**config.mk**
```make
export PLATFORM = sky130hd
export DESIGN_NAME = pipeline_seq_ctrl
export DESIGN_NICKNAME = d
export VERILOG_FILES = /design/src/rtl/pipeline_seq_ctrl.sv
export SDC_FILE = /design/constraint.sdc
export NUM_CORES = 1
export LEC_CHECK = 0
export BUFFER_PORTS_ARGS = -buffer_cell sky130_fd_sc_hd__buf_2
export CORE_ASPECT_RATIO = 2
export CORE_MARGIN = 10
export CORE_UTILIZATION = 43
export DETAILED_ROUTE_END_ITERATION = 12
export SYNTH_ARGS = -nofsm -noshare
export SYNTH_HDL_FRONTEND = slang
export SYNTH_SLANG_ARGS = --single-unit
```
**constraint.sdc**
```tcl
create_clock -name clk -period 3.02 [get_ports clk]
set_clock_uncertainty 0.2 [all_clocks]
set_input_delay 0.453 -clock clk [delete_from_list [all_inputs] [get_ports clk]]
set_output_delay 0.453 -clock clk [all_outputs]
set_load 0.005 [all_outputs]
```
**src/rtl/pipeline_seq_ctrl.sv**
```systemverilog
// Single-step / free-run sequencer for a 5-stage teaching pipeline.
// Raw buttons are synchronized and debounced, then drive an advance/branch/flush FSM.
module pipeline_seq_ctrl #(
    parameter int DEBOUNCE_CYCLES = 4,
    parameter int RUN_DIV         = 8
) (
    input  logic       clk,
    input  logic       resetN,
    input  logic       btnStep,
    input  logic       btnRun,
    input  logic       btnWRselect,
    input  logic       btnMuxEx,
    input  logic       jmpReq,
    input  logic [3:0] jmpAddr,
    input  logic       zeroAlu,
    output logic [4:0] stageEn,
    output logic       flush,
    output logic       pcLoad,
    output logic [3:0] pcLoadAddr,
    output logic       wrSelect,
    output logic       muxExSel,
    output logic       runMode,
    output logic [7:0] stepCount
);

    localparam int         NB       = 4;
    localparam logic [7:0] DB_LAST  = 8'(DEBOUNCE_CYCLES - 1);
    localparam logic [7:0] DIV_LAST = 8'(RUN_DIV - 1);

    typedef enum logic [1:0] {IDLE, ADV, RUN, FLUSH} state_t;

    logic [NB-1:0]      btn_raw;
    logic [NB-1:0]      sync0_q, sync0_d, sync1_q, sync1_d;
    logic [NB-1:0]      deb_q, deb_d, deb_prev_q, deb_prev_d;
    logic [NB-1:0][7:0] db_cnt_q, db_cnt_d;
    logic [NB-1:0]      pulse;

    assign btn_raw = {btnMuxEx, btnWRselect, btnRun, btnStep};

    // Counter tracks how long the synchronized sample has disagreed with the accepted level.
    always_comb begin
        sync0_d    = btn_raw;
        sync1_d    = sync0_q;
        deb_prev_d = deb_q;
        deb_d      = deb_q;
        db_cnt_d   = '0;
        for (int i = 0; i < NB; i++) begin
            if (sync1_q[i] != deb_q[i]) begin
                if (db_cnt_q[i] == DB_LAST) begin
                    deb_d[i] = sync1_q[i];
                end else begin
                    db_cnt_d[i] = db_cnt_q[i] + 8'd1;
                end
            end
        end
    end

    assign pulse = deb_q & ~deb_prev_q;

    always_ff @(posedge clk) begin
        if (!resetN) begin
            sync0_q    <= '0;
            sync1_q    <= '0;
            deb_q      <= '0;
            deb_prev_q <= '0;
            db_cnt_q   <= '0;
        end else begin
            sync0_q    <= sync0_d;
            sync1_q    <= sync1_d;
            deb_q      <= deb_d;
            deb_prev_q <= deb_prev_d;
            db_cnt_q   <= db_cnt_d;
        end
    end

    state_t     state_q, state_d;
    logic [4:0] stage_en_q, stage_en_d;
    logic       flush_q, flush_d;
    logic       pc_load_q, pc_load_d;
    logic [3:0] pc_load_addr_q, pc_load_addr_d;
    logic       wr_select_q, wr_select_d;
    logic       mux_ex_sel_q, mux_ex_sel_d;
    logic       run_mode_q, run_mode_d;
    logic [7:0] step_count_q, step_count_d;
    logic [7:0] div_q, div_d;
    logic       advance;
    logic       step_p, run_p;

    assign step_p = pulse[0];
    assign run_p  = pulse[1];

    // Outputs are computed one cycle ahead so the ADV state coincides with stageEn high;
    // the branch decision is taken together with the advance so pcLoad lands in the same cycle.
    always_comb begin
        state_d        = state_q;
        stage_en_d     = '0;
        flush_d        = 1'b0;
        pc_load_d      = 1'b0;
        pc_load_addr_d = pc_load_addr_q;
        wr_select_d    = wr_select_q ^ pulse[2];
        mux_ex_sel_d   = mux_ex_sel_q ^ pulse[3];
        run_mode_d     = run_mode_q;
        step_count_d   = step_count_q;
        div_d          = div_q;
        advance        = 1'b0;

        case (state_q)
            IDLE: begin
                if (run_p) begin
                    state_d    = RUN;
                    run_mode_d = 1'b1;
                    div_d      = '0;
                end else if (step_p) begin
                    advance = 1'b1;
                end
            end
            RUN: begin
                if (run_p) begin
                    state_d    = IDLE;
                    run_mode_d = 1'b0;
                    div_d      = '0;
                end else if (div_q == DIV_LAST) begin
                    advance = 1'b1;
                    div_d   = '0;
                end else begin
                    div_d = div_q + 8'd1;
                end
            end
            ADV: begin
                if (run_p) begin
                    run_mode_d = 1'b0;
                    div_d      = '0;
                end else if (run_mode_q) begin
                    div_d = div_q + 8'd1;
                end
                if (pc_load_q) begin
                    state_d = FLUSH;
                    flush_d = 1'b1;
                end else begin
                    state_d = run_mode_d ? RUN : IDLE;
                end
            end
            FLUSH: begin
                if (run_p) begin
                    run_mode_d = 1'b0;
                end
                div_d   = '0;
                state_d = run_mode_d ? RUN : IDLE;
            end
            default: state_d = IDLE;
        endcase

        if (advance) begin
            state_d      = ADV;
            stage_en_d   = 5'b11111;
            step_count_d = step_count_q + 8'd1;
            if (jmpReq && zeroAlu) begin
                pc_load_d      = 1'b1;
                pc_load_addr_d = jmpAddr;
            end
        end
    end

    always_ff @(posedge clk) begin
        if (!resetN) begin
            state_q        <= IDLE;
            stage_en_q     <= '0;
            flush_q        <= 1'b0;
            pc_load_q      <= 1'b0;
            pc_load_addr_q <= '0;
            wr_select_q    <= 1'b0;
            mux_ex_sel_q   <= 1'b0;
            run_mode_q     <= 1'b0;
            step_count_q   <= '0;
            div_q          <= '0;
        end else begin
            state_q        <= state_d;
            stage_en_q     <= stage_en_d;
            flush_q        <= flush_d;
            pc_load_q      <= pc_load_d;
            pc_load_addr_q <= pc_load_addr_d;
            wr_select_q    <= wr_select_d;
            mux_ex_sel_q   <= mux_ex_sel_d;
            run_mode_q     <= run_mode_d;
            step_count_q   <= step_count_d;
            div_q          <= div_d;
        end
    end

    assign stageEn    = stage_en_q;
    assign flush      = flush_q;
    assign pcLoad     = pc_load_q;
    assign pcLoadAddr = pc_load_addr_q;
    assign wrSelect   = wr_select_q;
    assign muxExSel   = mux_ex_sel_q;
    assign runMode    = run_mode_q;
    assign stepCount  = step_count_q;

endmodule

```
After elaboration in Yosys (flattened, before gate mapping)

Cells that the tools add are included.

Bits in registers: 80
Bits of input ports: 12
Word-level logic and storage cells: 97

Add/sub/neg operators: 6
Eq/ne operators: 17
Muxes and demuxes: 26
Bitwise logic cells: 9
Reductions and logical operators: 17

Operators by type and width:

| operator                                       | count |
|---|---|
| adder 8 x 1 -> 8 bit (second input constant)   | 6 |
| 2-to-1 mux 8 bit                               | 5 |
| == test 8 x 2 -> 1 bit (second input constant) | 4 |
| case mux 8 bit (4 select lines)                | 1 |
| AND reduction 2 bit                            | 10 |
| OR reduction 3 bit                             | 4 |
| 2-to-1 mux 1 bit                               | 11 |
| 2-to-1 mux 2 bit                               | 5 |
| inequality test 3 bit (second input constant)  | 3 |
| == test 8 x 3 -> 1 bit (second input constant) | 1 |
| case mux 2 bit (4 select lines)                | 1 |
| 2-to-1 mux 5 bit                               | 1 |
| inverter 1 bit                                 | 5 |
| AND 4 bit                                      | 1 |
| == test 2 bit (second input constant)          | 2 |
| inequality test 1 bit                          | 4 |
| inequality test 2 bit (second input constant)  | 2 |
| inverter 4 bit                                 | 1 |
| case mux 1 bit (4 select lines)                | 1 |
| == test 2 x 1 -> 1 bit (second input constant) | 1 |
| zero test 2 bit                                | 1 |
| case mux 1 bit (2 select lines)                | 1 |
| OR reduction 2 bit                             | 1 |
| bitwise XOR 1 bit                              | 2 |
| logical AND 1 bit                              | 1 |

Depth between registers and ports, before layout

Depth in word-level cells: 8
Depth in mapped cells: 7

Least setup slack after synthesis

Ideal clock, no wire load.

Path type: register to register
From: register div_q[0]
To: register div_q[3]
Library setup time: 0.128 ns
Arrival time: 1.878 ns
Required time: 2.692 ns
Slack: 0.813 ns
Stages on the path, launching flop included: 6
Cell sequence: dfxtp_1 -> ha_1 -> or4b_1 -> or4b_1 -> o31ai_4 -> a21oi_1

Cells in the longest elaborated chain, start to end: 4
Elaborated cells between the ends (all ways): 7
Those cells by class: add/sub (1); eq/ne (1); mux (5)

RTL lines:

| item                                                                  | line          | RTL |
|---|---|---|
| from (decl)                                                           | 85            | `logic [7:0] div_q, div_d;` |
| from (signal assigned)                                                | 186           | `div_q <= div_d;` |
| adder 8 x 1 -> 8 bit / == test 8 x 3 -> 1 bit (equally long branches) | 126, 134, 122 |  |
| 2-to-1 mux 8 bit (on tied branches)                                   | 133, 122      |  |
| 2-to-1 mux 8 bit (on tied branches)                                   | 130, 118      |  |
| case mux 8 bit (4 select lines) *                                     | 107           | `case (state_q)` |

Mark *: on every way between the ends. The rest lies on a longest branch, timed or not. The select of a mux whose other input is x is not followed.
A chain may end at the register's enable or synchronous reset.

Final worst setup path

From: register div_q[0]
To: register step_count_q[5] (netlist: stepCount[5])

Cells in the longest elaborated chain, start to end: 4

RTL lines:

| item                            | line | RTL |
|---|---|---|
| == test 8 x 3 -> 1 bit          | 122  | `end else if (div_q == DIV_LAST) begin` |
| 2-to-1 mux 1 bit                | 122  |  |
| 2-to-1 mux 1 bit                | 118  | `if (run_p) begin` |
| case mux 1 bit (2 select lines) | 107  |  |
| to (signal assigned)            | 185  | `step_count_q <= step_count_d;` |
| to (decl)                       | 84   | `logic [7:0] step_count_q, step_count_d;` |

Every way passes these cells.

==> metrics.md <==
| Metric | Value |
|---|---|
| Async S/R FF share, synth | `0%` |
| Adder-Cell Fraction of Synth Area | `4.29%` |
| Status | `complete, no violations` |
| Post-route insts no fill | `479` |
| Worst Path Buf+Inv | `0` |
| NetSw | `0.431 mW` |
| Max_cap viols | `0` |
| Syn. warnings | `0` |
| Post-CTS Setup Inserts | `0` |
| Crit path kind | `reg -> reg` |
| Crit end category | `flop` |
| Hold slack final | `124 ps` |
| Vias in the first global route | `2484` |
| Number of top-level pins | `34` |
| Die area | `11500 sq um` |
| Setup-failing EPs final | `0` |
| Worst vdd ir | `0.370 mV` |
| Antenna-violating nets left | `0` |
| H-tree depth | `3` |
| Worst EP arrival | `2570 ps` |
| Static Leak | `1.44 nW` |
| Initial antenna violation count | `0` |
| Family with the most delay on the worst path | `simple AND/OR/NAND/NOR gates` |
| Clk pwr share | `48.4%` |
| Worst-path cell chain | `ha_1, or4b_1, o21a_1, or4_1, a21oi_1` |
| DRT Wirelength | `6390 um` |
| Setup TNS | `0 ps` |
| Die Wd | `81.1 um` |
| First-pass GRT wire length | `11100 um` |
| Largest family of logic cells by synthesized area | `simple AND/OR/NAND/NOR gates` |
| Via Count | `2458` |
| DRT Pass-1 Iters | `5` |
| Post-DP HPWL | `4580 um` |
| All-Layer GR Usage | `12.0%` |
| Worst setup margin | `506 ps` |
| Top area cells in the synthesized netlist | `dfxtp_1 47%, xor2_1 5.7%, nand3_1 5.5%` |
| Largest net degree at the start of global routing | `39` |
| Post-synth EDFFs | `0` |
| Hold/Removal Path Class | `in -> reg` |
| Final Hold Viols | `0` |
| Syn nets | `374` |
| Port Buffer Count | `33` |
| Pwr/cell area | `573 nW/um^2` |
| CTS sink cnt | `76` |
| CORE AREA | `7270 sq um` |
| CP max-delay cell | `or4_1` |
| Skew-Pair Late Insertion Delay | `330 ps` |
| GP Congestion | `0.801` |
| Critical path data required time | `3080 ps` |
| Area fraction in compound gates after synthesis | `7.76%` |
| Buffer depth of the longest clock path | `2` |
| Number of vias per cell | `5.13` |
| Die height | `142 um` |
| CTS tree | `built` |
| CTS Hold Bufs | `0` |
| Combinational share of power | `3.6%` |
| Cell variety after synth | `43` |
| Initial Util | `44.2%` |
| Post-synth top area cell | `dfxtp_1` |
| WL/cell | `13.3 um` |
| FMAX | `398 MHz` |
| Switch share | `20.2%` |
| Layout cells sized above 1 | `13.2%` |
| Prevailing post-synth register cell | `dfxtp_1` |
| Post-route DRC violation count | `0` |
| Final nets | `406` |
| CP Max Fanout | `15` |
| Placed cells | `464` |
| Minimum clock period after layout | `2510 ps` |
| Multiplexer share of the synthesized area | `2.85%` |
| Sequential-to-total area share from yosys stat | `47.4%` |
| # rows | `44` |
| Max incr delay on CP | `560 ps` |
| Antenna cell count | `0` |
| Final global-route overflow total | `0` |
| Xor-xnor portion of the synthesized cell area | `8.19%` |
| FILL cells | `713` |
| RSZ-0062 raised after global routing | `no` |
| Post-synthesis register bit count | `76` |
| Syn Std Cell Area | `3210 sq um` |
| Crit share post-route | `83.3%` |
| Simple-gate share of the synthesized area | `26.5%` |
| Slew HR | `47.3%` |
| Dpl ws | `517 ps` |
| Crit path launch type | `flop` |
| Clk slew on worst S/H paths | `50 ps` |
| Int Power | `1.70 mW` |
| Clk root buf | `clkbuf_16` |
| CTS buffer count | `9` |
| Sequential power share | `48.0%` |
| Synth-to-layout area growth | `15.8%` |
| 1st-iter DRT viols | `72` |
| Syn Area/Cell | `9.14 sq um` |
| CTS resizes | `0` |
| Least-Margin Pin Slew | `788 ps` |
| Mapped Cells | `351` |
| Synth top area share | `47.4%` |
| Pins Over Slew Limit | `0` |
[routing by layer]
metal	routed length [um]	track usage [%]
met1	2550	12.0
met2	3400	21.2
met3	273	3.92
met4	161	6.05
met5	0	0
[layout by cell type (no fill, tap or decap), types with 9 or more instances in the layout]
cell type,n
nand3_1,35
buf_2,33
nor2_1,42
and2_1,13
o21ai_0,11
a21oi_1,13
xnor2_1,9
xor2_1,21
dfxtp_1,76
ha_1,11
clkbuf_16,9
nand2_1,26
[area by class of cell]
class | count | area [sq um] | area share, %
Clock buffer | 13 | 250 | 6.73
Clock inverter | 2 | 35.0 | 0.942
Inverter | 8 | 30.0 | 0.808
Multi-Input combinational cell | 254 | 1590 | 42.8
Sequential cell | 76 | 1520 | 40.9
Tap cell | 92 | 115 | 3.10
Timing Repair Buffer | 34 | 173 | 4.64
[flip-flops by register name, summed over array words and instances, names as in the netlist, 2 cells and up]
name	flops
db_cnt_q	32
deb_prev_d	4
deb_prev_q	4
div_q	8
pcLoadAddr	4
state_q	2
stepCount	8
sync0_q	4
sync1_q	4
[cell families (layout without fill, tap and decap cells)]
group | after synthesis | after routing
xor gates and xnor gates | 30 | 30
buffers and inverters | 21 | 57
and+or+nand+nor | 165 | 165
adders and majority gates | 11 | 11
AOI/OAI and AO/OA | 39 | 39
muxes | 9 | 9
DFF | 76 | 76
[synthesized netlist by cell type, types with 6 or more instances]
library cell	instances
a21oi_1	13
and2_1	13
and3_1	8
clkbuf_1	7
dfxtp_1	76
ha_1	11
inv_1	8
mux2i_1	8
nand2_1	26
nand3_1	35
nor2_1	42
nor3_1	6
o21ai_0	11
or3_1	6
xnor2_1	9
xor2_1	21
[path summary, 6_finish.rpt]
path,from,endpoint,slack (ps),depth (start not counted)
max,div_q[0]$_SDFFE_PN0P_,stepCount[5]$_SDFFE_PN0P_,510,5
min,btnWRselect,sync0_q[2]$_SDFF_PN0_,120,2
max reg2reg,div_q[0]$_SDFFE_PN0P_,stepCount[5]$_SDFFE_PN0P_,510,5
min reg2reg,sync0_q[2]$_SDFF_PN0_,sync1_q[2]$_SDFF_PN0_,230,1
[worst register-to-register path, cell delays in order (launching register included)]
cell	delay (ps)
dfxtp_1	400
ha_1	250
or4b_1	490
o21a_1	390
or4_1	560
a21oi_1	140
[stage by stage]
step           utilization [%]  power [mW]  instance area [sq um]
2_1_floorplan                -        1.10                   3210
3_3_place_gp              47.2        1.12                   3430
3_5_place_dp              47.2        1.12                   3430
4_1_cts                   51.2        2.16                   3720
5_1_grt                   51.2        2.21                   3720
6_report                  51.2        2.13                   3720
[power by group through the flow]
| stage | sequential, mW | clock [mW] | combinational, mW |
|---|---|---|---|
| after floorplan | 1.04 | 0 | 0.0539 |
| after global placement | 1.04 | 0 | 0.0761 |
| after detailed placement | 1.04 | 0 | 0.0774 |
| after CTS | 1.02 | 1.06 | 0.0779 |
| after global routing | 1.02 | 1.10 | 0.0893 |
| final | 1.02 | 1.03 | 0.0769 |
(Power assumes the default switching activity.)
